`config.mk`:
```
export PLATFORM = sky130hd
export DESIGN_NAME = program_loader
export DESIGN_NICKNAME = d
export VERILOG_FILES = /design/src/rtl/loader_pkg.sv /design/src/rtl/program_loader.sv
export SDC_FILE = /design/constraint.sdc
export NUM_CORES = 1
export LEC_CHECK = 0
export BUFFER_PORTS_ARGS = -buffer_cell sky130_fd_sc_hd__buf_4
export CAP_MARGIN = 20
export CORE_MARGIN = 2
export CORE_UTILIZATION = 42
export DETAILED_ROUTE_END_ITERATION = 8
export SYNTH_ARGS = -nofsm -noshare
export SYNTH_HDL_FRONTEND = slang
export SYNTH_SLANG_ARGS = --single-unit
```
`constraint.sdc`:
```
create_clock -name clk -period 2.6 [get_ports clk]
set_clock_uncertainty 0.2 [all_clocks]
set_input_delay 0.65 -clock clk [delete_from_list [all_inputs] [get_ports clk]]
set_output_delay 0.65 -clock clk [all_outputs]
set_load 0.05 [all_outputs]
```
`src/rtl/loader_pkg.sv`:
```
// loader_pkg: shared definitions for the boot-time program loader.
//   state_t          FSM state encoding of the loader
//   SIZE_IM_DEFAULT  default instruction-memory depth in words
//   WCNT_W           width of the word counter / words_loaded output
package loader_pkg;

   typedef enum logic [2:0] {
      S_COUNT = 3'd0,
      S_HI    = 3'd1,
      S_LO    = 3'd2,
      S_CHECK = 3'd3,
      S_DONE  = 3'd4,
      S_ERR   = 3'd5
   } state_t;

   localparam int SIZE_IM_DEFAULT = 32;

   // Wide enough to hold SIZE_IM itself (a full memory), not just SIZE_IM-1.
   localparam int WCNT_W = 6;

endpackage

```
`src/rtl/program_loader.sv`:
```
// program_loader: boot-time instruction loader.
// Accepts a byte stream (COUNT N, N big-endian 16-bit words, CHECK byte),
// writes the words to instruction memory from address 0 and verifies that
// CHECK equals the XOR of COUNT and every data byte.
// Ports:
//   clk, rst_n      clock, synchronous active-low reset
//   in_valid/in_data/in_ready   byte stream handshake (accept = valid & ready)
//   im_we/im_addr/im_wdata      registered instruction-memory write port
//   ready           program loaded and checksum good (holds until reset)
//   error           bad count or bad checksum (holds until reset)
//   words_loaded    words written since reset
module program_loader
   import loader_pkg::*;
#(
   parameter int SIZE_IM = SIZE_IM_DEFAULT,
   parameter int ADDR_W  = 16
) (
   input  logic              clk,
   input  logic              rst_n,
   input  logic              in_valid,
   input  logic [7:0]        in_data,
   output logic              in_ready,
   output logic              im_we,
   output logic [ADDR_W-1:0] im_addr,
   output logic [15:0]       im_wdata,
   output logic              ready,
   output logic              error,
   output logic [WCNT_W-1:0] words_loaded
);

   localparam logic [WCNT_W-1:0] WORD_ONE = WCNT_W'(1);

   state_t            state_q, state_d;
   logic              in_ready_q;
   logic              accept;
   logic              bad_count;
   logic              last_word;
   logic              cnt_en, hi_en, xor_en, wr_en;
   logic [7:0]        xor_q;
   logic [7:0]        hi_q;
   logic [WCNT_W-1:0] n_q;
   logic [WCNT_W-1:0] words_q;

   assign accept    = in_valid & in_ready_q;
   assign bad_count = (in_data == 8'd0) || (int'(in_data) > SIZE_IM);
   // Comparing the post-increment index against N means the counter never
   // needs to wrap: the last write lands at N-1 <= SIZE_IM-1.
   assign last_word = ((words_q + WORD_ONE) == n_q);

   // Next-state and per-byte enables
   always_comb begin
      state_d = state_q;
      cnt_en  = 1'b0;
      hi_en   = 1'b0;
      xor_en  = 1'b0;
      wr_en   = 1'b0;
      case (state_q)
         S_COUNT: begin
            if (accept) begin
               cnt_en  = 1'b1;
               xor_en  = 1'b1;
               state_d = bad_count ? S_ERR : S_HI;
            end
         end
         S_HI: begin
            if (accept) begin
               hi_en   = 1'b1;
               xor_en  = 1'b1;
               state_d = S_LO;
            end
         end
         S_LO: begin
            if (accept) begin
               xor_en  = 1'b1;
               wr_en   = 1'b1;
               state_d = last_word ? S_CHECK : S_HI;
            end
         end
         S_CHECK: begin
            if (accept) begin
               state_d = (in_data == xor_q) ? S_DONE : S_ERR;
            end
         end
         S_DONE:  state_d = S_DONE;
         S_ERR:   state_d = S_ERR;
         default: state_d = S_ERR;
      endcase
   end

   // State register; in_ready is a registered decode of the next state so
   // it has no combinational path from in_valid and is low in reset.
   always_ff @(posedge clk) begin
      if (!rst_n) begin
         state_q    <= S_COUNT;
         in_ready_q <= 1'b0;
      end else begin
         state_q    <= state_d;
         in_ready_q <= (state_d != S_DONE) && (state_d != S_ERR);
      end
   end

   // Byte assembly, checksum and write port
   always_ff @(posedge clk) begin
      if (!rst_n) begin
         xor_q    <= 8'd0;
         hi_q     <= 8'd0;
         n_q      <= '0;
         words_q  <= '0;
         im_we    <= 1'b0;
         im_addr  <= '0;
         im_wdata <= 16'd0;
      end else begin
         im_we <= wr_en;
         if (xor_en) begin
            xor_q <= xor_q ^ in_data;
         end
         if (cnt_en) begin
            n_q <= in_data[WCNT_W-1:0];
         end
         if (hi_en) begin
            hi_q <= in_data;
         end
         // Address and data hold their last values between writes.
         if (wr_en) begin
            im_addr  <= ADDR_W'(words_q);
            im_wdata <= {hi_q, in_data};
            words_q  <= words_q + WORD_ONE;
         end
      end
   end

   assign in_ready     = in_ready_q;
   assign ready        = (state_q == S_DONE);
   assign error        = (state_q == S_ERR);
   assign words_loaded = words_q;

endmodule

```
# == Yosys cells after proc, flatten, opt, wreduce, memory -nomap -nowiden ==
# Index checks and enable logic that the tools add are counted.
# W data, S select, Z words.
# totals
wordCells,40
reg_bits,55
in_bits,11
# op_classes
magnitude_cmp,1
n_reduce_logical,5
bitwise,2
eq_ne,9
mux,13
addsub,1
# op_table
op,count
$mux W3,5
$pmux W3 S5,1
$eq A8 B8 Y1,1
$gt A8 B6 Y1 const B,1
$logic_not A8 Y1,1
$xor A8 B8 Y8,1
$add A6 B1 Y6 const B,1
$eq A3 B2 Y1 const B,2
$eq A3 B3 Y1 const B,2
$eq A6 B6 Y1,1
$mux W1,6
$ne A3 B3 Y1 const B,2
$eq A3 B1 Y1 const B,1
$logic_not A3 Y1,1
$reduce_or A3 Y1,1
$mux W2,1
$and A1 B1 Y1,1
$logic_and A1 B1 Y1,1
$logic_or A1 B1 Y1,1

# == Logic depth before layout (Yosys ltp) ==
# Gate-level depths: netlist (run 1).
# logic_depth
word_depth,7
mapped_depth,6

# == Least setup slack after synthesis (run 1) ==
# Ideal clock, no wire load.
# synth_timing
kind,register -> output
from,reg state_q[1]
to,out ready
t_arrival_ns,1.418
path_stages_with_launch,4
path_buffers,1
setup_slack_ns,0.332
required_ns,1.750
cell_sequence,dfxtp_1 clkbuf_1 or2_2 nor2_1
# synth_via
elab_chain_cells,1
# synth_lines
item,line,source
"start, declared",program_loader.sv:33,"state_t state_q, state_d;"
"start signal, assigned",program_loader.sv:97,state_q <= state_d;
$eq A3 B3 Y1,program_loader.sv:133,assign ready = (state_q == S_DONE);
"end, declared",program_loader.sv:26,"output logic ready,"
# No other way between the ends.

# == Worst setup path in the final report (run 1) ==
# Ends and elaborated chain as after synthesis.

==> results of run 1 <==
-- worst max path at each step --
stage	end	slack (ns)
after global routing	ready	0.29
after floorplan	ready	0.33
after CTS	ready	0.35
after global placement	state_q[2]	0.24
after detailed placement	state_q[2]	0.23
final	ready	0.35
-- placed cells by master (no fill, tap or decap), types with 5 or more instances in the layout --
cell type	instances
a21oi_1	32
nand2_1	57
xor2_1	14
clkbuf_8	5
nor2_1	26
nand3_1	18
buf_4	46
xnor2_1	14
conb_1	10
mux2i_1	9
dfxtp_1	55
-- logic make-up (layout without fill, tap and decap cells) --
group / Yosys count / in the layout / synth area share
compound gates: 41 / 41 / 0.0955
simple gates: 124 / 124 / 0.235
fa+ha+maj: 1 / 1 / 0.00528
other cells: 1 / 10 / 0.00158
xor+xnor: 28 / 28 / 0.103
flops: 55 / 55 / 0.464
buf+inv: 26 / 57 / 0.0570
mux: 9 / 9 / 0.0380
-- metal layers --
layer / GRT usage / wire length, microns
met1: 0.247 / 2580
met2: 0.279 / 2440
met3: 0.0352 / 198
met4: 0.0466 / 55
met5: 0 / 0
-- sequential cells by signal, indices dropped and copies added, names as in the netlist --
name          flops
state_q           3
hi_q              8
n_q               6
im_we             1
words_loaded      6
im_addr           6
in_ready          1
im_wdata         16
xor_q             8
-- final cells by class --
type	instances	area (sq um)
Fill cell	553	2650
Multi-Input combinational cell	213	1170
Sequential cell	55	1100
Timing Repair Buffer	47	365
Tap cell	72	90.1
Clock buffer	6	72.6
Clock inverter	2	17.5
Inverter	2	7.51
-- critical path, cell delays in order, from the launching register on --
cell,delay [ns]
dfxtp_1,0.42
or2_2,0.35
nor2_1,0.12
buf_4,0.21
-- per-stage QoR --
step	hold slack, ns	std cells	worst slack, ns
floorplan	0.231	294	0.332
global placement	0.244	389	0.244
detailed placement	0.248	389	0.233
CTS	0.262	397	0.353
global route	0.280	397	0.285
finish	0.259	397	0.350
-- synthesized netlist by cell type (all sizes together) --
library cell	n	area, sq um
o21a	1	7.51
nand3	18	90.1
nand2	57	214
conb	1	3.75
and3b	1	8.76
o32ai	1	8.76
mux2i	9	90.1
clkbuf	13	48.8
nand2b	3	18.8
a21oi	32	160
ha	1	12.5
inv	1	3.75
or2	1	6.26
a31oi	1	6.26
clkinv	1	3.75
nand4	4	25.0
xnor2	14	123
nand3b	1	7.51
o21ai	2	10.0
a2111oi	2	17.5
nor4	1	6.26
nor2b	3	18.8
o31ai	1	7.51
buf	11	78.8
or4b	1	13.8
or4	1	7.51
and4	1	8.76
xor2	14	123
nor3	4	20.0
a211o	1	8.76
nor3b	1	7.51
nor2	27	104
dfxtp	55	1100
-- power groups by stage --
| stage | registers (W) | logic [W] | clock network (W) |
|---|---|---|---|
| 6_report | 0.000889 | 0.000202 | 0.000470 |
| 3_3_place_gp | 0.000908 | 0.000202 | 0 |
| 3_5_place_dp | 0.000908 | 0.000203 | 0 |
| 2_1_floorplan | 0.000907 | 0.000155 | 0 |
| 4_1_cts | 0.000888 | 0.000204 | 0.000493 |
| 5_1_grt | 0.000892 | 0.000222 | 0.000526 |
==> out/summary.txt, run 1 <==
outcome: finished clean
Max Slew Vio Count: 0
number of max-cap violations: 0
post-CTS setup buffers: 0
Net Sw Frac: 0.278
Final Wtd Congestion: 0.795
CTS tree: done
crit start category: register
final hold violations: 0
f_max: 444 MHz
P_sw: 0.000433 W
Worst setup EP type: output port
VDD IR-drop max: 0.318 mV
Area after DPL: 0.00273 sq mm
syn avg cell area: 8.32 sq um
Yosys reg bits: 55
Congestion Overflow GR: 0
IO Count: 53
Pwr Density: 553 mW/mm^2
Worst Setup Path Type: register to output port
final core area utilization: 0.516
die area: 0.00626 sq mm
I/O Buffers: 42
Critical Path Start: state_q[1]
clock-pin slew on the worst setup and hold paths: 0.10 ns
antenna violations before repair: 0
reg-to-reg setup timing slack: 0.83 ns
core area: 0.00547 sq mm
crit-path max FO: 9
Diodes inserted: 0
sequential-to-total area share from yosys stat: 0.464
number of nets in the layout: 336
vias in the first global route: 1728
HP Class: register to register
Clock power frac: 0.301
Die Ht: 79.1 microns
Residual DRC: 0
routed vias/inst: 4.96
Root Driver: clkbuf_8
RSZ-0062 raised after global routing: no
Avg WL per Cell: 13.3 microns
Synth cell types: 35
Final period util: 0.865
DRT Wirelength: 5.28 mm
reg2reg end: state_q[1]
Global Route Usage Sum: 0.177
CP Data Arrival Time: 1.40 ns
final instance area: 0.00282 sq mm
Flop pwr share: 0.569
total CTS buffers: 5
Worst-Skew Late Latency: 0.30 ns
H-tree depth: 2
hold path cells: 2
P_int: 0.00113 W
drt initial violations: 127
dpl hpwl: 3.66 mm
Hold Crit Start: im_addr[0]
final setup vio count: 0
post-cts resize count: 0
FF-to-FF path depth: 5
setup TNS: 0 ns
Comb pwr share: 0.130
1st-pass router iterations: 4
worst r2r src: words_loaded[0]
total design power: 0.00156 W
Synth Warn #: 0
via count: 1970
post-route ant nets: 0
first-pass GRT wire length: 8.59 mm
Clock Tree Buf Depth: 2
width of the die: 79.1 microns
Hold Buf Count CTS: 0
pin count of the biggest net entering global routing: 53
std cell rows: 27
total clock sinks: 55
Synth Cell Area: 0.00237 sq mm
Area Growth Syn to Fin: 19.1%
Pleak: 1.08 nW
crit path time final: 2.25 ns
initial core utilization: 0.433
layout cell share with drive strength beyond 1: 0.175
Hold EP: im_addr[0]
gate count of the mapped netlist: 285
Critical Path RT: 1.75 ns
Note: power is estimated with default switching activity, not from simulation.
==> run 2, diff against run 1 <==
CORE_UTILIZATION = 53   (was 42)
PLACE_DENSITY = 0.78   (was default)
==> run 2 against run 1 <==
  * Via count up 2.3%
  * Combinational power hardly changed
  * Sequential share of layout area rose by 0.14 points
  * Routed wire length is 2.1% lower
  * Sequential power hardly changed
  * Utilization is 13 points higher
==> out/summary.txt, run 2 (synthesized netlist as in run 1, its figures left out) <==
Final period util: 0.862
Post-Route M1 WL: 2.34 mm
antenna violations before repair: 0
DRT Wirelength: 5.17 mm
Pleak: 1.09 nW
Comb pwr share: 0.121
worst slew pin tran: 0.607 ns
initial core utilization: 0.548
crit-path max FO: 9
via count: 2016
hold path cells: 2
Fill cells: 394
I/O Buffers: 42
clock-pin slew on the worst setup and hold paths: 0.09 ns
Clock power frac: 0.347
Top reg by flops: im_wdata
std cell rows: 24
Worst setup EP type: output port
CTS tree: done
Hold Buf Count CTS: 0
max layer used: met4
Clock Tree Buf Depth: 2
dpl hpwl: 3.74 mm
setup TNS: 0 ns
Avg WL per Cell: 13.7 microns
post-cts resize count: 0
crit start category: register
FF-to-FF path depth: 4
P_sw: 0.000426 W
Worst Setup Path Type: register to output port
Met2 Wirelength: 2.55 mm
most common cell after layout, fill and taps aside: nand2_1
crit path time final: 2.24 ns
Die Ht: 70.9 microns
WP buf/inv: 1
max reg flops: 16
Global Route Usage Sum: 0.213
critical path's top delay family: simple AND/OR/NAND/NOR gates
Pwr Density: 593 mW/mm^2
Residual DRC: 0
outcome: finished clean
H-tree depth: 2
Root Driver: clkbuf_8
area of the multi-input gates: 0.00117 sq mm
total clock sinks: 55
worst r2r src: state_q[0]
crit-path cells: or2_2, nor2_1, buf_4
HP Class: register to register
vias in the first global route: 1859
die area: 0.00502 sq mm
width of the die: 70.9 microns
Hold EP: im_wdata[10]
first-pass GRT wire length: 8.64 mm
Flop pwr share: 0.532
VDD IR-drop max: 0.325 mV
P_int: 0.00124 W
Critical Path RT: 1.75 ns
f_max: 446 MHz
Area Growth Syn to Fin: 18.6%
post-CTS setup buffers: 0
reg-to-reg setup timing slack: 0.77 ns
slowest cell on the critical path: dfxtp_1
relative slew slack: 0.595
most frequent cells in the layout: nand2_1 (57), dfxtp_1 (55), buf_4 (47)
Final Wtd Congestion: 0.871
layout cell share with drive strength beyond 1: 0.178
final core area utilization: 0.650
Max Slew Vio Count: 0
routed vias/inst: 5.35
pin count of the biggest net entering global routing: 31
final setup vio count: 0
met3 routed WL: 227 microns
CP Data Arrival Time: 1.39 ns
RSZ-0062 raised after global routing: no
number of max-cap violations: 0
Hold Crit Start: hi_q[2]
final hold violations: 0
Diodes inserted: 0
1st-pass router iterations: 4
number of nets in the layout: 336
drt initial violations: 99
total CTS buffers: 5
reg2reg end: hi_q[1]
core area: 0.00432 sq mm
CP peak stage delay: 0.40 ns
post-route ant nets: 0
Top Registers: im_wdata (16), hi_q (8), xor_q (8)
Net Sw Frac: 0.255
IO Count: 53
Congestion Overflow GR: 0
Worst-Skew Late Latency: 0.30 ns
register area: 0.00110 sq mm
run 2: cell types whose count changed in the layout (fill, tap and decap cells not counted):
cell | previous run | this run
buf_4 | 46 | 47
clkinv_2 | 0 | 1
clkbuf_1 | 1 | 0
buf_12 | 1 | 0
clkbuf_8 | 5 | 6
bufinv_16 | 0 | 1
clkinv_4 | 2 | 0
run 2: worst max-delay path by stage:
stage / start / end / slack [ns] / cells past startpoint
final: state_q[1] / ready / 0.36 / 3
after global routing: state_q[0] / ready / 0.30 / 3
after CTS: state_q[1] / ready / 0.37 / 3
after detailed placement: in_data[1] / state_q[2] / 0.22 / 5
after global placement: in_data[1] / state_q[2] / 0.26 / 5
after floorplan: state_q[1] / ready / 0.33 / 3
run 2: metal layers:
| metal | GRT usage | vias up |
|---|---|---|
| li1 | - | 998 |
| met1 | 0.293 | 961 |
| met2 | 0.344 | 52 |
| met3 | 0.0399 | 5 |
| met4 | 0.0608 | 0 |
| met5 | 0 | - |
run 2: cell type report:
class,instances,share of cell area
clock buffer,6,0.0294
sequential,55,0.391
timing repair buffer,47,0.125
inverter,2,0.00267
multi-input combinational,213,0.415
clock inverter,2,0.0125
tap,52,0.0231
run 2: stage by stage:
stage	hold slack, ns	worst slack (ns)	instances	cell area, sq um	power, W
2_1_floorplan	0.231	0.332	294	2400	0.00106
6_report	0.252	0.359	377	2810	0.00167
3_5_place_dp	0.245	0.224	369	2700	0.00111
4_1_cts	0.250	0.365	377	2810	0.00168
3_3_place_gp	0.243	0.258	369	2700	0.00110
5_1_grt	0.269	0.304	377	2810	0.00173
run 2: power by group through the flow:
stage | Combinational [W] | Clock, W | Sequential (W)
after global placement | 0.000197 | 0 | 0.000907
final | 0.000201 | 0.000580 | 0.000888
after CTS | 0.000201 | 0.000588 | 0.000888
after detailed placement | 0.000201 | 0 | 0.000908
after global routing | 0.000220 | 0.000614 | 0.000892
after floorplan | 0.000155 | 0 | 0.000907
run 2: worst min-delay path: stages (launching register included):
cell and delay [ns]:
dfxtp_1 0.32, nand2_1 0.05, a21oi_1 0.05
==> run 3, diff against run 2 <==
ABC_AREA = 1   (was default)
SLEW_MARGIN = 20   (was default)
==> run 3 against run 2 <==
  * Total power down 6.7%
  * Final cell count up 5.6%
  * Synthesized cell count up 8.4%
  * Cell area down 3.0%
  * Sequential power up 0.7%
  * Combinational power about the same
  * Via count about the same
  * Register-to-register slack worse by 0.12 ns
  * First-iteration DRC count down 10%
  * Largest power group unchanged
==> out/summary.txt, run 3 <==
outcome: finished clean
asr flop ratio synth: 0
setup TNS: 0 ns
first-pass GRT wire length: 8.35 mm
P_int: 0.00112 W
Placement Setup Slack: 0.273 ns
Clock power frac: 0.297
crit-path cells: nand2_1, nor2_1, buf_4
synth cell count leaders: dfxtp_1 (55), o21ai_0 (45), a21oi_1 (40), nor2_1 (39), nand2_1 (30)
Clock Tree Buf Depth: 2
Final period util: 0.770
Synth Warn #: 0
routed vias/inst: 5.06
total clock sinks: 55
ys flop type: dfxtp_1
slowest cell on the critical path: dfxtp_1
CP peak stage delay: 0.42 ns
width of the die: 71.1 microns
post-cts resize count: 0
syn avg cell area: 7.73 sq um
Synth cell types: 30
Pwr Density: 570 mW/mm^2
final hold violations: 0
Pleak: 1.20 nW
area share of the largest cell type after synthesis: 0.461
initial core utilization: 0.549
Die Ht: 71.1 microns
core area: 0.00435 sq mm
number of nets in the layout: 357
drt initial violations: 89
Max Slew Vio Count: 0
Worst-Skew Late Latency: 0.30 ns
GRT met1 Usage: 0.275
cell with the most instances after synthesis: dfxtp_1
clock-pin slew on the worst setup and hold paths: 0.10 ns
post-CTS setup buffers: 0
worst r2r src: state_q[1]
Avg WL per Cell: 12.1 microns
gate count of the mapped netlist: 309
via count: 2014
Top reg by flops: im_wdata
area of the multi-input gates: 0.00103 sq mm
crit path time final: 2.00 ns
Fill cells: 394
dpl hpwl: 3.41 mm
Hold Buf Count CTS: 0
std cell rows: 24
Critical Path RT: 1.75 ns
antenna violations before repair: 0
Yosys reg bits: 55
Worst Setup Path Type: register to output port
reg-to-reg setup timing slack: 0.65 ns
Top Registers: im_wdata (16), hi_q (8), xor_q (8)
total CTS buffers: 5
I/O Buffers: 42
met3 usage: 0.0484
Global Route Usage Sum: 0.206
Root Driver: clkbuf_8
sequential-to-total area share from yosys stat: 0.461
crit-path max FO: 5
number of max-cap violations: 0
RSZ-0062 raised after global routing: no
CP Data Arrival Time: 1.15 ns
gr busiest metal: met2
worst slew pin tran: 0.603 ns
area leader, netlist: dfxtp_1
Residual DRC: 0
CTS tree: done
pin count of the biggest net entering global routing: 50
relative slew slack: 0.597
HP Class: register to register
final core area utilization: 0.627
DRT Wirelength: 4.82 mm
Comb pwr share: 0.129
Hold Crit Start: im_addr[0]
Area Growth Syn to Fin: 14.2%
Flop pwr share: 0.574
most frequent cells in the layout: dfxtp_1 (55), o21ai_0 (45), buf_4 (44)
1st-pass router iterations: 5
most common cell after layout, fill and taps aside: dfxtp_1
Net Sw Frac: 0.278
register area: 0.00110 sq mm
f_max: 499 MHz
post-route ant nets: 0
vias in the first global route: 1871
Congestion Overflow GR: 0
setup slack after layout: 0.598 ns
Synth area leaders: dfxtp_1 (46%), o21ai_0 (9.4%), a21oi_1 (8.4%)
P_sw: 0.000432 W
FF-to-FF path depth: 7
M2 GR Usage: 0.341
IO Count: 53
reg2reg end: words_loaded[5]
Hold EP: im_addr[0]
max reg flops: 16
Final Wtd Congestion: 0.821
final setup vio count: 0
H-tree depth: 2
crit start category: register
hold path cells: 2
Post-synth EDFFs: 0
Worst setup EP type: output port
die area: 0.00506 sq mm
VDD IR-drop max: 0.460 mV
Diodes inserted: 0
layout cell share with drive strength beyond 1: 0.185
Synth Cell Area: 0.00239 sq mm
run 3: cell families (layout without fill, tap and decap cells):
family,count (synthesis),after routing,share of synthesized area
flip-flops,55,55,0.461
buffers and inverters,55,83,0.123
AO/OA/AOI/OAI,95,95,0.205
adder cells (fa/ha/maj),1,1,0.00524
other,1,10,0.00157
AND/OR/NAND/NOR,93,93,0.171
XOR/XNOR,9,9,0.0330
run 3: how the worst max path moves through the flow:
stage | slack (ns) | startpoint | end
after floorplan | 0.60 | state_q[0] | error
after global placement | 0.36 | in_valid | words_loaded[5]
after detailed placement | 0.27 | in_valid | words_loaded[5]
after CTS | 0.58 | state_q[0] | error
after global routing | 0.38 | in_valid | words_loaded[5]
final | 0.60 | state_q[0] | error
run 3: layer usage:
metal / up-vias / part of all wire
li1: 1073 / -
met1: 885 / 0.49
met2: 51 / 0.46
met3: 5 / 0.045
met4: 0 / 0.011
met5: - / 0
run 3: worst max-delay path, delay by kind of cell, from the launching register on:
kind | cells | cell delay (ns)
buffers and inverters | 1 | 0.20
DFF | 1 | 0.42
and+or+nand+nor | 2 | 0.23
run 3: power groups by stage:
stage                     combinational, W  clock [W]  sequential (W)
after floorplan                   0.000158          0        0.000921
after global placement            0.000197          0        0.000912
after detailed placement          0.000201          0        0.000914
after CTS                         0.000201   0.000482        0.000894
after global routing              0.000223   0.000510        0.000899
final                             0.000201   0.000462        0.000894
run 3: through the flow:
stage	cell area [sq um]	instances	power, W	hold WS, ns
3_5_place_dp	2640	390	0.00111	0.270
6_report	2730	398	0.00156	0.276
3_3_place_gp	2640	390	0.00111	0.267
5_1_grt	2730	398	0.00163	0.313
4_1_cts	2730	398	0.00158	0.284
2_1_floorplan	2420	318	0.00108	0.270
run 3: cell type report:
class	count	area share
Sequential cell	55	0.403
Timing Repair Buffer	44	0.121
Tap cell	52	0.0238
Clock inverter	3	0.00688
Clock buffer	5	0.0252
Multi-Input combinational cell	208	0.377
Inverter	31	0.0426
